**src/rtl/chiplet_types_pkg.sv**
```systemverilog
// Shared types for the chiplet router: flit payload, FIFO entry and per-VC state.
package chiplet_types_pkg;

  localparam int unsigned NODE_ID_W = 4;
  localparam int unsigned PKT_ID_W  = 8;
  localparam int unsigned PAYLOAD_W = 16;

  typedef logic [NODE_ID_W-1:0] node_id_t;
  typedef logic [PKT_ID_W-1:0]  pkt_id_t;

  typedef struct packed {
    node_id_t              dst;
    node_id_t              src;
    pkt_id_t               pkt_id;
    logic [PAYLOAD_W-1:0]  payload;
  } flit_t;

  // One buffered slot: the flit plus its packet-tail marker.
  typedef struct packed {
    logic  last;
    flit_t flit;
  } fifo_entry_t;

  typedef enum logic [1:0] {
    IDLE    = 2'd0,
    ROUTING = 2'd1,
    ACTIVE  = 2'd2
  } vc_state_t;

endpackage

```
**src/rtl/vc_fifo.sv**
```systemverilog
// Circular flit buffer for one virtual channel; a push into a full buffer is
// still accepted when the same cycle pops.
module vc_fifo
  import chiplet_types_pkg::*;
#(
  parameter  int unsigned BUFFER_DEPTH = 8,
  localparam int unsigned PTR_W        = $clog2(BUFFER_DEPTH),
  localparam int unsigned CNT_W        = $clog2(BUFFER_DEPTH + 1)
) (
  input  logic              clk,
  input  logic              n_rst,
  input  logic              push,
  input  fifo_entry_t       push_data,
  input  logic              pop,
  output fifo_entry_t       head_c,
  output logic [CNT_W-1:0]  count,
  output logic              empty_c,
  output logic              drop_c
);

  fifo_entry_t      mem [BUFFER_DEPTH];
  logic [PTR_W-1:0] wr_ptr;
  logic [PTR_W-1:0] rd_ptr;
  logic             full_c;
  logic             pop_ok_c;
  logic             accept_c;

  function automatic logic [PTR_W-1:0] ptr_inc(input logic [PTR_W-1:0] p);
    return (p == PTR_W'(BUFFER_DEPTH - 1)) ? '0 : p + PTR_W'(1);
  endfunction

  assign full_c   = (count == CNT_W'(BUFFER_DEPTH));
  assign empty_c  = (count == '0);
  assign pop_ok_c = pop && !empty_c;
  assign accept_c = push && (!full_c || pop_ok_c);
  assign drop_c   = push && !accept_c;
  assign head_c   = mem[rd_ptr];

  always_ff @(posedge clk or negedge n_rst) begin
    if (!n_rst) begin
      mem    <= '{default: '0};
      wr_ptr <= '0;
      rd_ptr <= '0;
      count  <= '0;
    end else begin
      if (accept_c) begin
        mem[wr_ptr] <= push_data;
        wr_ptr      <= ptr_inc(wr_ptr);
      end
      if (pop_ok_c) begin
        rd_ptr <= ptr_inc(rd_ptr);
      end
      if (accept_c && !pop_ok_c) begin
        count <= count + CNT_W'(1);
      end else if (!accept_c && pop_ok_c) begin
        count <= count - CNT_W'(1);
      end
    end
  end

endmodule

```
**src/rtl/vc_input_port.sv**
```systemverilog
// Router input port: per-VC buffering, head-flit route compute handshake,
// switch request/grant and registered flit/credit return.
module vc_input_port
  import chiplet_types_pkg::*;
#(
  parameter  int unsigned NUM_VCS      = 2,
  parameter  int unsigned BUFFER_DEPTH = 8,
  parameter  int unsigned NUM_OUTPORTS = 4,
  localparam int unsigned VC_BITS      = (NUM_VCS > 1) ? $clog2(NUM_VCS) : 1
) (
  input  logic                                  clk,
  input  logic                                  n_rst,
  input  logic                                  in_valid,
  input  flit_t                                 in_flit,
  input  logic [VC_BITS-1:0]                    in_vc,
  input  logic                                  in_last,
  output logic [NUM_VCS-1:0]                    buffer_available,
  output logic                                  rc_valid,
  output logic [VC_BITS-1:0]                    rc_vc,
  output flit_t                                 rc_flit,
  input  logic                                  rc_done,
  input  logic [NUM_OUTPORTS-1:0]               rc_outport,
  output logic [NUM_VCS-1:0]                    sa_req,
  output logic [NUM_VCS-1:0][NUM_OUTPORTS-1:0]  sa_outport,
  input  logic [NUM_VCS-1:0]                    sa_grant,
  output logic                                  out_valid,
  output flit_t                                 out_flit,
  output logic [VC_BITS-1:0]                    out_vc,
  output logic                                  credit_valid,
  output logic [VC_BITS-1:0]                    credit_vc,
  output logic                                  overflow
);

  localparam int unsigned CNT_W = $clog2(BUFFER_DEPTH + 1);

  fifo_entry_t                           in_entry_c;
  fifo_entry_t                           head_c [NUM_VCS];
  logic [CNT_W-1:0]                      count [NUM_VCS];
  logic [NUM_VCS-1:0]                    empty_c;
  logic [NUM_VCS-1:0]                    drop_c;
  logic [NUM_VCS-1:0]                    push_c;
  logic [NUM_VCS-1:0]                    pop_c;
  logic                                  pop_any_c;
  logic [VC_BITS-1:0]                    pop_sel_c;
  fifo_entry_t                           pop_entry_c;
  vc_state_t                             state_q [NUM_VCS];
  vc_state_t                             state_d [NUM_VCS];
  logic [NUM_VCS-1:0][NUM_OUTPORTS-1:0]  outport_d;

  assign in_entry_c = '{last: in_last, flit: in_flit};

  for (genvar g = 0; g < NUM_VCS; g++) begin : g_vc
    assign push_c[g]           = in_valid && (in_vc == VC_BITS'(g));
    assign buffer_available[g] = (count[g] < CNT_W'(BUFFER_DEPTH));
    assign sa_req[g]           = (state_q[g] == ACTIVE) && !empty_c[g];

    vc_fifo #(
      .BUFFER_DEPTH (BUFFER_DEPTH)
    ) u_fifo (
      .clk       (clk),
      .n_rst     (n_rst),
      .push      (push_c[g]),
      .push_data (in_entry_c),
      .pop       (pop_c[g]),
      .head_c    (head_c[g]),
      .count     (count[g]),
      .empty_c   (empty_c[g]),
      .drop_c    (drop_c[g])
    );
  end

  // Route compute presentation: lowest-index VC waiting in ROUTING wins.
  always_comb begin
    rc_valid = 1'b0;
    rc_vc    = '0;
    rc_flit  = '0;
    for (int unsigned v = 0; v < NUM_VCS; v++) begin
      if (!rc_valid && (state_q[v] == ROUTING)) begin
        rc_valid = 1'b1;
        rc_vc    = VC_BITS'(v);
        rc_flit  = head_c[v].flit;
      end
    end
  end

  // Single pop per cycle: lowest-index VC that both requests and is granted.
  always_comb begin
    pop_any_c   = 1'b0;
    pop_sel_c   = '0;
    pop_entry_c = '0;
    pop_c       = '0;
    for (int unsigned v = 0; v < NUM_VCS; v++) begin
      if (!pop_any_c && sa_grant[v] && sa_req[v]) begin
        pop_any_c   = 1'b1;
        pop_sel_c   = VC_BITS'(v);
        pop_entry_c = head_c[v];
        pop_c[v]    = 1'b1;
      end
    end
  end

  // Per-VC packet FSM next state and latched route.
  always_comb begin
    state_d   = state_q;
    outport_d = sa_outport;
    for (int unsigned v = 0; v < NUM_VCS; v++) begin
      case (state_q[v])
        IDLE: begin
          if (!empty_c[v]) begin
            state_d[v] = ROUTING;
          end
        end
        ROUTING: begin
          if (rc_done && rc_valid && (rc_vc == VC_BITS'(v))) begin
            state_d[v]   = ACTIVE;
            outport_d[v] = rc_outport;
          end
        end
        ACTIVE: begin
          if (pop_c[v] && pop_entry_c.last) begin
            state_d[v]   = IDLE;
            outport_d[v] = '0;
          end
        end
        default: begin
          state_d[v]   = IDLE;
          outport_d[v] = '0;
        end
      endcase
    end
  end

  always_ff @(posedge clk or negedge n_rst) begin
    if (!n_rst) begin
      state_q    <= '{default: IDLE};
      sa_outport <= '0;
    end else begin
      state_q    <= state_d;
      sa_outport <= outport_d;
    end
  end

  // Forwarded flit and upstream credit are one-cycle pulses after the pop.
  always_ff @(posedge clk or negedge n_rst) begin
    if (!n_rst) begin
      out_valid    <= 1'b0;
      out_flit     <= '0;
      out_vc       <= '0;
      credit_valid <= 1'b0;
      credit_vc    <= '0;
      overflow     <= 1'b0;
    end else begin
      out_valid    <= pop_any_c;
      out_flit     <= pop_any_c ? pop_entry_c.flit : '0;
      out_vc       <= pop_sel_c;
      credit_valid <= pop_any_c;
      credit_vc    <= pop_sel_c;
      overflow     <= overflow | (|drop_c);
    end
  end

endmodule

```
**config.mk**
```make
export PLATFORM = sky130hd
export DESIGN_NAME = vc_input_port
export DESIGN_NICKNAME = d
export VERILOG_FILES = /design/src/rtl/chiplet_types_pkg.sv /design/src/rtl/vc_fifo.sv /design/src/rtl/vc_input_port.sv
export SDC_FILE = /design/constraint.sdc
export NUM_CORES = 1
export LEC_CHECK = 0
export BUFFER_PORTS_ARGS = -buffer_cell sky130_fd_sc_hd__buf_4
export CORE_MARGIN = 5
export CORE_UTILIZATION = 30
export DETAILED_ROUTE_END_ITERATION = 6
export GPL_ROUTABILITY_DRIVEN = 0
export HOLD_SLACK_MARGIN = 0.05
export SKIP_LAST_GASP = 1
export SLEW_MARGIN = 20
export SYNTH_ARGS = -nofsm -noshare
export SYNTH_HDL_FRONTEND = slang
export SYNTH_SLANG_ARGS = --single-unit
```
**constraint.sdc**
```tcl
create_clock -name clk -period 3.5 [get_ports clk]
set_input_delay 0.7 -clock clk [delete_from_list [all_inputs] [get_ports clk]]
set_output_delay 0.7 -clock clk [all_outputs]
set_load 0.1 [all_outputs]
```
==> results of run 1 <==
## layout make-up
class	instances	area, µm²
Antenna cell	3	7.507
Clock buffer	92	1782
Clock inverter	14	141.4
Fill cell	8223	56690
Inverter	10	37.54
Multi-Input combinational cell	935	11340
Sequential cell	595	14910
Tap cell	1165	1458
Timing Repair Buffer	193	1878
## critical path: stages (launching register included)
cell,delay (ps)
dfrtp_4,490
buf_16,260
mux4_2,560
mux2i_2,250
o22ai_2,180
buf_4,280
## worst paths after layout
path | start | endpoint | slack [ps] | cells past startpoint
max | g_vc[0].u_fifo.rd_ptr[0] | rc_flit[0] | 110 | 5
min | rc_done | state_q[2] | 340 | 2
max reg2reg | g_vc[0].u_fifo.count[2] | g_vc[1].u_fifo.count[3] | 360 | 10
min reg2reg | overflow | overflow | 470 | 1
max in group asynchronous | n_rst | g_vc[1].u_fifo.mem[146] | 1830 | 3
min in group asynchronous | n_rst | g_vc[0].u_fifo.count[2] | 640 | 2
## cell families after synthesis
logic type	share of synthesized area
AND/OR/NAND/NOR	0.01348
adder cells (fa/ha/maj)	0.008081
multiplexers	0.3650
XOR/XNOR	0.001973
flip-flops	0.5591
AO/OA/AOI/OAI	0.02682
buffers and inverters	0.02560
## through the flow
stage / hold WS, ps / setup TNS [ps] / area (µm²) / setup slack, ps / utilization
floorplan: 404.4 / 0 / 26830 / 234.2 / -
global placement: 449.7 / 0 / 29450 / 343.0 / 0.3338
detailed placement: 467.4 / 0 / 29450 / 355.6 / 0.3338
CTS: 310.8 / 0 / 31450 / 11.31 / 0.3564
global route: 351.5 / -17.24 / 31550 / -17.24 / 0.3575
finish: 342.2 / 0 / 31550 / 114.7 / 0.3576
## per-layer routing
layer  vias to the layer above  track usage
met4                         0      0.03244
li1                       6518            -
met2                       241       0.2424
met3                        89      0.02554
met5                         -            0
met1                      8160       0.1906
## state kept, by name, indices dropped and copies added, names as in the netlist, 4 cells and up
signal and cells:
g_vc.u_fifo.count 8, out_flit 32, g_vc.u_fifo.rd_ptr 6, g_vc.u_fifo.mem 528, sa_outport 8, state_q 4, g_vc.u_fifo.wr_ptr 6
## power groups by stage
stage,Combinational (mW),Clock (mW),Sequential (mW)
3_5_place_dp,15.9,0,12.1
4_1_cts,16.1,6.47,11.9
3_3_place_gp,15.5,0,11.8
6_report,16.0,6.29,11.9
5_1_grt,17.0,6.74,12.3
2_1_floorplan,11.5,0,12.2
## cell usage in the layout, fill, tap and decap left out, types with 5 or more instances in the layout
cell type  Yosys  final
dfrtp_1      595    589
mux2_2       467    467
buf_4          6    158
mux4_2       131    131
mux2_1        72     72
mux2i_1       70     65
clkbuf_16      0     61
o22ai_1       70     38
o22ai_2        0     32
buf_12         0     28
nor2_1        18     18
nand2_1       18     17
clkbuf_8       0     16
clkbuf_1     101     16
ha_1          14     14
inv_1         10     10
clkinv_2       0      8
o21ai_0        7      7
nand3b_1       6      6
nand3_2        0      6
xnor2_1        6      6
mux2i_2        0      5
a21o_1         6      5
## repair_timing
item | CTS | global route
gates resized for setup | 1 | 7
hold buffers | 1 | 0
cloned | 0 | 1
endpoints found under the hold margin | 7 | 0
endpoints found under the setup margin | 27 | 10
buffers inserted | 4 | 6
pin swaps | 0 | 0
==> results.md, run 1 <==
- Nets: about 1900
- Least-Margin Pin Slew: 692.0 ps
- Vias in the first global route: 16679
- Critical-path maximum fanout: 29
- CP Data Required Time: 2800 ps
- Max IR drop VDD: 1015 µV
- Critical path class: flip-flop to output port
- Clock buffer depth: 3
- Synthesized netlist cell count: 1688
- Placed cells: 2886
- Core area: 0.08824 mm²
- RSZ-0062 raised after global routing: yes
- Top cells by count, synth: dfrtp_1 (595), mux2_2 (467), mux4_2 (131)
- Reg clk slew, reported paths: 60 ps
- Final Setup Violations: 0
- DRC viols: 0
- Biggest area consumer among synthesized cells: dfrtp_1
- Final Hold Violating Endpoints: 0
- P_sw: 13.62 mW
- Switching Share: 0.3985
- Yosys top cell area share: 0.5591
- Crit end category: output port
- Die H: 308.0 µm
- Worst skew pair latency: 620 ps
- Antenna-violating nets left: 0
- Global-route usage over all layers: 0.1422
- Iter 0 DRT Violations: between 600 and 700
- Flop and latch count out of synthesis: 595
- Netlist cell types: 41
- Mapped Avg Cell Area: between 15 and 20 µm²
- Number of synthesized flops with an enable pin: 0
- Top cells by area, synth: dfrtp_1 (56%), mux2_2 (20%), mux4_2 (11%), mux2_1 (3.0%), mux2i_1 (2.6%)
- DRT Pass-1 Iters: 4
- Ports: ~130
- Element type at the critical path start: flip-flop
- Register area share after synthesis: 0.5591
- Clock buffer count from CTS: 59
- Hold/Removal Path Class: input port to flip-flop
- CTS Sinks: 595
- Status: complete, no violations
- Slew margin rel.: 0.5387
- Max-cap violations: 0
- Seq pwr share: 0.348
- Crit share post-route: 0.9672
- Most frequent cell after synthesis: dfrtp_1
- Die area: 0.09484 mm²
- Max layer used: met4
- Slew Viols, Final: 0
- Via count: roughly 15000
- CTS tree: built
- Syn. warnings: 0
- Synthesized Nets: 1748
- Met3 wire len: 3.200 mm
- Layout Cells excl Fill: 3007
- Mapped Area: 0.02663 mm²
- Combinational share of power: 0.468
- Overflow after GRT: 0
- FP Rows: 109
- Layout cells sized above 1: 0.5150
- Final Critical Period: 3385 ps
- Initial antenna violation count: 2
- Internal Power: 20.55 mW
- Drt total wl: between 60 and 70 mm
- Area Growth Syn to Fin: 18.47%
- Largest net degree at the start of global routing: 107
- Pwr Total: 34.17 mW
- WL met1: 29.47 mm
- Clock share of power: 0.184
- Number of port buffers: 126
- H-tree lvl count: 2
- Synth async-reset ratio: 1.000
- Routed met2 length: 33.74 mm
- Synth Flop Type: dfrtp_1
- Post-DR wirelength/cell: 22.55 µm
- First-pass GRT wire length: 104.8 mm
- Leak: around 14 nW
- Max Fclk: 295.4 MHz
- Root buffer cell: clkbuf_16
- Initial Utilization: 0.3018
- Setup Skew: 13.29 ps
- Post-DP HPWL: 41.96 mm
- Pwr dens: ~1100 mW/mm²
- Die width: 308.0 µm
- Critical Path AT: 2690 ps
- Routed vias/inst: 4.991
(Power assumes the default switching activity.)
==> inputs of run 2 (changes only) <==
--- a/config.mk
+++ b/config.mk
@@ -5,6 +5,7 @@
 export SDC_FILE = /design/constraint.sdc
 export NUM_CORES = 1
 export LEC_CHECK = 0
+export ABC_AREA = 1
 export BUFFER_PORTS_ARGS = -buffer_cell sky130_fd_sc_hd__buf_4
 export CORE_MARGIN = 5
 export CORE_UTILIZATION = 30
==> results.md, run 2 <==
- Status: finished, violations left (was complete, no violations)
- Failing checks: setup timing
- Synth async-reset ratio: 1.000 (unchanged)
- Crit-path cells: inv_1, buf_4, o21ai_0, o22ai_1, o21ai_1, o21ai_1, buf_6 (was buf_16, mux4_2, mux2i_2, o22ai_2, buf_4)
- Ports: 127 (unchanged)
- Max-cap violations: 0 (unchanged)
- Synthesized Nets: 3186 (was 1748)
- Leak: 14.08 nW (was 13.61 nW)
- R2r worst-path depth: 16 (was 10)
- Register area share after synthesis: 0.5532 (was 0.5591)
- Synthesized netlist cell count: 3126 (was 1688)
- Antenna cell count: 0 (was 3)
- Die area: 0.09581 mm² (was 0.09484 mm²)
- Vias in the first global route: 20752 (was 16679)
- Global-route usage over all layers: 0.1645 (was 0.1422)
- Setup WS pre-CTS: 658.2 ps (was 355.6 ps)
- Max Fclk: 285.5 MHz (was 295.4 MHz)
- Worst setup startpoint: g_vc[0].u_fifo.rd_ptr[1] (was g_vc[0].u_fifo.rd_ptr[0])
- Hold/Removal Path Class: input port to flip-flop (unchanged)
- Routed vias/inst: 4.985 (was 4.991)
- Yosys top cell area share: 0.5532 (was 0.5591)
- Mapped Avg Cell Area: 8.610 µm² (was 15.78 µm²)
- Netlist cell types: 34 (was 41)
- Final Critical Period: 3503 ps (was 3385 ps)
- Worst setup path end: rc_flit[20] (was rc_flit[0])
- Pwr dens: 1109 mW/mm² (was 1083 mW/mm²)
- Final Setup Violations: 1 (was 0)
- Reg-to-Reg End: g_vc[1].u_fifo.count[3] (unchanged)
- H-tree lvl count: 2 (unchanged)
- Reg clk slew, reported paths: 60 ps (about the same)
- Max reg flops: 528 (unchanged)
- Reg-to-reg slack, setup: 850 ps (was 360 ps)
- Hold Slack: 293.1 ps (was 342.2 ps)
- FP Rows: 109 (unchanged)
- Placed cells: 4218 (was 2886)
- Nets: 3180 (was 1854)
- Slew Viols, Final: 0 (unchanged)
- Synth Flop Type: dfrtp_1 (unchanged)
- Drt total wl: 80.42 mm (was 67.82 mm)
- Clock buffer count from CTS: 58 (was 59)
- Area Growth Syn to Fin: 14.32% (was 18.47%)
- Flop and latch count out of synthesis: 595 (unchanged)
- Worst skew pair latency: 630 ps (was 620 ps)
- Top reg by flops: g_vc.u_fifo.mem (unchanged)
- Core area: 0.08878 mm² (was 0.08824 mm²)
- Crit path top cell by count: o21ai_1
- Mapped Area: 0.02692 mm² (was 0.02663 mm²)
- Crit share post-route: 1.001 (was 0.9672)
- Worst setup margin: -3.113 ps (was 114.7 ps)
- CP max-delay cell: dfrtp_4 (was mux4_2)
- DP Area: 0.02867 mm² (was 0.02945 mm²)
- Layout cells sized above 1: 0.1093 (was 0.5150)
- Die width: 309.5 µm (was 308.0 µm)
- Layout Cells excl Fill: 4330 (was 3007)
- Die H: 309.5 µm (was 308.0 µm)
- CTS Sinks: 595 (unchanged)
- Design Area, Final: 0.03077 mm² (was 0.03155 mm²)
- DRC viols: 0 (unchanged)
- Via count: 21587 (was 15008)
- Critical-path maximum fanout: 16 (was 29)
- Syn. warnings: 0 (unchanged)
- Critical Path AT: 2800 ps (was 2690 ps)
- Pwr Total: 34.12 mW (was 34.17 mW)
- First-pass GRT wire length: 125.1 mm (was 104.8 mm)
- Biggest area consumer among synthesized cells: dfrtp_1 (unchanged)
- DRT Pass-1 Iters: 5 (was 4)
- Most frequent cell after synthesis: nand2_1 (was dfrtp_1)
- Initial Utilization: 0.3032 (was 0.3018)
- Max IR drop VDD: 693.0 µV (was 1015 µV)
- Clock buffer depth: 3 (unchanged)
- Top cells by count, synth: nand2_1 (772), o21ai_0 (741), dfrtp_1 (595) (was dfrtp_1 (595), mux2_2 (467), mux4_2 (131))
- Setup Skew: 12.27 ps (was 13.29 ps)
- Element type at the critical path start: flip-flop (unchanged)
- Number of port buffers: 126 (unchanged)
- Largest net degree at the start of global routing: 121 (was 107)
- Top cells by area, synth: dfrtp_1 (55%), o21ai_0 (14%), nand2_1 (11%), nor2_1 (4.5%), o21ai_1 (2.6%) (was dfrtp_1 (56%), mux2_2 (20%), mux4_2 (11%), mux2_1 (3.0%), mux2i_1 (2.6%))
- Reg2reg start: g_vc[1].u_fifo.count[0] (was g_vc[0].u_fifo.count[2])
- Final Hold Violating Endpoints: 0 (unchanged)
- RSZ-0062 raised after global routing: yes (unchanged)
- Post-DP HPWL: 47.24 mm (was 41.96 mm)
- Crit end category: output port (unchanged)
- CP Data Required Time: 2800 ps (about the same)
- Worst path max stage delay: 580 ps (was 560 ps)
- Overflow after GRT: 0 (unchanged)
- Slew margin rel.: 0.3309 (was 0.5387)
- Root buffer cell: clkbuf_16 (unchanged)
- Antenna-violating nets left: 0 (unchanged)
- CTS tree: built (unchanged)
- Number of synthesized flops with an enable pin: 0 (unchanged)
- Post-DR wirelength/cell: 18.57 µm (was 22.55 µm)
- Most frequent cells in the layout: nand2_1 (772), o21ai_0 (710), dfrtp_1 (589) (was dfrtp_1 (589), mux2_2 (467), buf_4 (158))
- Initial antenna violation count: 1 (was 2)
- Critical path class: flip-flop to output port (unchanged)
- FILL cells: 9166 (was 8223)
- Largest registers: g_vc.u_fifo.mem: 528 flops, out_flit: 32 flops (unchanged)
- Iter 0 DRT Violations: 1935 (was 673)
- Most common cell after layout, fill and taps aside: nand2_1 (was dfrtp_1)
- Least-Margin Pin Slew: 1004 ps (was 692.0 ps)
[run 2: changes by cell type in the layout (fill, tap and decap cells not counted), moves of 131 or more]
cell	before	now
o21ai_0	7	710
o21ai_1	0	167
mux2_2	467	0
nand2_1	17	772
mux4_2	131	0
nor2_1	18	321
[run 2: final cells by class]
type	count	area, µm²	share of cell area
flip-flops and latches	595	14900	0.4844
multi-input cells	2198	10340	0.3362
repair buffers	194	1838	0.05973
clock buffers	84	1689	0.05489
well taps	1165	1458	0.04737
inverters	73	279.0	0.009068
clock inverters	21	257.7	0.008376
[run 2: what timing repair did]
action / CTS / global route
endpoints found under the setup margin: 3 / 25
buffers inserted: 0 / 5
gates cloned: 0 / 1
hold buffers: 1 / 0
pin swaps: 0 / 1
hold endpoints to repair: 26 / 0
resized for setup: 3 / 10
[run 2: per-stage QoR]
step	setup TNS, ps	utilization
floorplan	0	-
global placement	0	0.3230
detailed placement	0	0.3230
CTS	0	0.3451
global route	-18.81	0.3466
finish	-3.113	0.3466
[run 2: metal layers]
metal	vias up	GRT usage	routed length, µm
li1	10386	-	-
met1	10516	0.2300	37010
met2	560	0.2693	37170
met3	123	0.02198	3987
met4	2	0.04802	2237
met5	-	0	13
[run 2: worst max-delay path: cells and delay by family, from the launching register on]
family / cells / cell delay (ps)
flops: 1 / 580
compound gates: 4 / 790
buf+inv: 3 / 800
[run 2: worst min path at each step]
stage,slack (ps),from,endpoint,cells past startpoint
6_report,290,rc_outport[1],sa_outport[5],3
3_5_place_dp,460,sa_outport[1],sa_outport[1],2
5_1_grt,290,rc_outport[1],sa_outport[5],3
3_3_place_gp,460,sa_outport[5],sa_outport[5],2
2_1_floorplan,400,n_rst,credit_valid,0
4_1_cts,250,rc_outport[1],sa_outport[5],3
[run 2: cells by family (layout without fill, tap and decap cells)]
| logic type | after synthesis | in the layout | share of synthesized area |
|---|---|---|---|
| compound gates | 1034 | 1034 | 0.2026 |
| xor+xnor | 8 | 8 | 0.002603 |
| fa+ha+maj | 16 | 16 | 0.007996 |
| buf+inv | 333 | 372 | 0.06745 |
| flops | 595 | 595 | 0.5532 |
| simple gates | 1140 | 1140 | 0.1662 |
[run 2: power by group]
| part | total, mW | internal [mW] | leakage [nW] | switching, mW |
|---|---|---|---|---|
| clock network | 6.47 | 3.71 | 0.960 | 2.76 |
| registers | 11.7 | 9.93 | 7.62 | 1.74 |
| logic | 16.0 | 4.63 | 5.50 | 11.3 |
| total | 34.1 | 18.3 | 14.1 | 15.8 |
==> inputs of run 3 (changes only) <==
--- a/config.mk
+++ b/config.mk
@@ -13,7 +13,7 @@
 export GPL_ROUTABILITY_DRIVEN = 0
 export HOLD_SLACK_MARGIN = 0.05
 export SKIP_LAST_GASP = 1
-export SLEW_MARGIN = 20
+export SLEW_MARGIN = 10
 export SYNTH_ARGS = -nofsm -noshare
 export SYNTH_HDL_FRONTEND = slang
 export SYNTH_SLANG_ARGS = --single-unit
==> constraint.sdc (replaced) <==
create_clock -name clk -period 4.1 [get_ports clk]
set_input_delay 0.82 -clock clk [delete_from_list [all_inputs] [get_ports clk]]
set_output_delay 0.82 -clock clk [all_outputs]
set_load 0.1 [all_outputs]
==> results.md, run 3 (synthesis gave the netlist of run 2 again) <==
- Status: complete, no violations (was finished, violations left)
- Slew Viols, Final: 0 (unchanged)
- Hold/Removal Path Class: input port to async pin (was input port to flip-flop)
- Post-DP HPWL: 46.97 mm (was 47.24 mm)
- Area of the multi-input gates: 0.01034 mm² (about the same)
- CP Data Required Time: 3280 ps (was 2800 ps)
- Least-Margin Pin Slew: 1004 ps (about the same)
- Seq pwr share: 0.345 (was 0.342)
- Worst path max stage delay: 440 ps (was 580 ps)
- Final Setup Violations: 0 (was 1)
- Fin Setup TNS: 0 ps (was -3.113 ps)
- Cts-stage hold buffer count: 0 (was 1)
- Die area: 0.09581 mm² (unchanged)
- Crit end category: output port (unchanged)
- Post-DR wirelength/cell: 18.21 µm (was 18.57 µm)
- Vias in the first global route: 20333 (was 20752)
- Most frequent cells in the layout: nand2_1 (772), o21ai_0 (710), dfrtp_1 (589) (unchanged)
- Reg clk slew, reported paths: 60 ps (about the same)
- Die width: 309.5 µm (unchanged)
- Clock share of power: 0.194 (was 0.190)
- FILL cells: 9083 (was 9166)
- Setup WS pre-CTS: 745.4 ps (was 658.2 ps)
- CTS tree: built (unchanged)
- Clock buffer depth: 3 (unchanged)
- Worst skew pair latency: 630 ps (about the same)
- Internal Power: 15.49 mW (was 18.28 mW)
- Initial Utilization: 0.3032 (unchanged)
- Die H: 309.5 µm (unchanged)
- H-tree lvl count: 2 (unchanged)
- CTS Sinks: 595 (unchanged)
- FF+latch area: 0.01490 mm² (unchanged)
- Slew margin rel.: 0.3307 (was 0.3309)
- Drt total wl: 78.52 mm (was 80.42 mm)
- Via count: 21421 (was 21587)
- Crit path top cell by count: o21ai_0 (was o21ai_1)
- Element type at the critical path start: flip-flop (unchanged)
- P_sw: 13.40 mW (was 15.85 mW)
- Pwr dens: 944.3 mW/mm² (was 1109 mW/mm²)
- Crit share post-route: 0.9722
- Nets: 3163 (was 3180)
- DRC viols: 0 (unchanged)
- Iter 0 DRT Violations: 1775 (was 1935)
- Critical Path AT: 3170 ps (was 2800 ps)
- Layout cells sized above 1: 0.1049 (was 0.1093)
- Worst setup margin: 113.8 ps (was -3.113 ps)
- Leak: 14.01 nW (was 14.08 nW)
- Critical path class: flip-flop to output port (unchanged)
- Largest registers: g_vc.u_fifo.mem: 528 flops, out_flit: 32 flops (unchanged)
- Area Growth Syn to Fin: 13.66% (was 14.32%)
- Max-cap violations: 0 (unchanged)
- Final Hold Violating Endpoints: 0 (unchanged)
- DRT Pass-1 Iters: 7 (was 5)
- Setup Skew: 21.15 ps (was 12.27 ps)
- Global-route usage over all layers: 0.1617 (was 0.1645)
- RSZ-0062 raised after global routing: no (was yes)
- Number of port buffers: 126 (unchanged)
- Switching Share: 0.4639 (was 0.4644)
- First-pass GRT wire length: 123.0 mm (was 125.1 mm)
- Max reg flops: 528 (unchanged)
- Design Area, Final: 0.03059 mm² (was 0.03077 mm²)
- FP Rows: 109 (unchanged)
- CP max-delay cell: dfrtp_4 (unchanged)
- Clock buffer count from CTS: 58 (unchanged)
- Top reg by flops: g_vc.u_fifo.mem (unchanged)
- Ports: 127 (unchanged)
- Overflow after GRT: 0 (unchanged)
- Routed vias/inst: 4.968 (was 4.985)
- Antenna-violating nets left: 0 (unchanged)
- Final Critical Period: 3986 ps
- Max IR drop VDD: 765.7 µV (was 693.0 µV)
- Critical-path maximum fanout: 135 (was 16)
- DP Area: 0.02859 mm² (was 0.02867 mm²)
- Core area: 0.08878 mm² (unchanged)
- Most common cell after layout, fill and taps aside: nand2_1 (unchanged)
- Largest net degree at the start of global routing: 136 (was 121)
- Initial antenna violation count: 0 (was 1)
- Root buffer cell: clkbuf_16 (unchanged)
- Crit-path cells: buf_12, o21ai_0, o211ai_1, o21ai_0, o21ai_2, buf_4 (was inv_1, buf_4, o21ai_0, o22ai_1, o21ai_1, o21ai_1, buf_6)
- Combinational share of power: 0.461 (was 0.468)
- Max Fclk: between 200 and 300 MHz
-- run 3: per-layer routing --
metal | vias to the layer above | wire [µm] | global-route usage
met5 | - | 0 | 0
met4 | 0 | 2116 | 0.04583
met3 | 115 | 4252 | 0.02690
met2 | 557 | 36720 | 0.2690
met1 | 10397 | 35430 | 0.2196
li1 | 10352 | - | -
-- run 3: final cells by class --
class | instances | area share
Clock inverter | 13 | 0.006135
Clock buffer | 90 | 0.05926
Timing Repair Buffer | 177 | 0.05268
Inverter | 73 | 0.009120
Tap cell | 1165 | 0.04765
Antenna cell | 1 | 0.00008180
Multi-Input combinational cell | 2198 | 0.3379
Sequential cell | 595 | 0.4872
-- run 3: path summary, 6_finish.rpt --
check,from,to,slack [ps],depth (start not counted)
worst max-delay path,g_vc[0].u_fifo.rd_ptr[0],rc_flit[0],110,6
worst min-delay path,n_rst,g_vc[0].u_fifo.mem[226],200,1
worst max register to register,g_vc[0].u_fifo.count[1],g_vc[0].u_fifo.count[3],1300,14
worst min register to register,sa_outport[7],sa_outport[7],480,2
max in group asynchronous,n_rst,g_vc[1].u_fifo.mem[235],2970,2
min in group clk,rc_outport[1],sa_outport[5],410,3
-- run 3: what timing repair did --
action | 4_1_cts | 5_1_grt
setup buffers | 0 | 0
gates resized for setup | 0 | 2
endpoints found under the hold margin | 0 | 0
setup endpoints to repair | 0 | 1
-- run 3: power groups by stage --
stage	registers, mW	logic [mW]	clock network (mW)
floorplan	10.4	9.18	0
global placement	9.99	13.2	0
detailed placement	10.0	13.3	0
CTS	9.96	13.4	5.71
global route	10.3	14.6	5.93
finish	9.98	13.3	5.60
-- run 3: worst max-delay path, delay by kind of cell, from the launching register on --
kind,cells,cell delay (ps)
compound gates,4,1170
flops,1,440
buf+inv,2,790
-- run 3: stage by stage --
step	hold slack [ps]	utilization	power [mW]	std cells
floorplan	445.7	-	19.58	3126
global placement	458.5	0.3220	23.18	4208
detailed placement	464.3	0.3220	23.37	4208
CTS	222.4	0.3445	29.04	4311
global route	267.3	0.3446	30.86	4311
finish	202.3	0.3446	28.89	4312
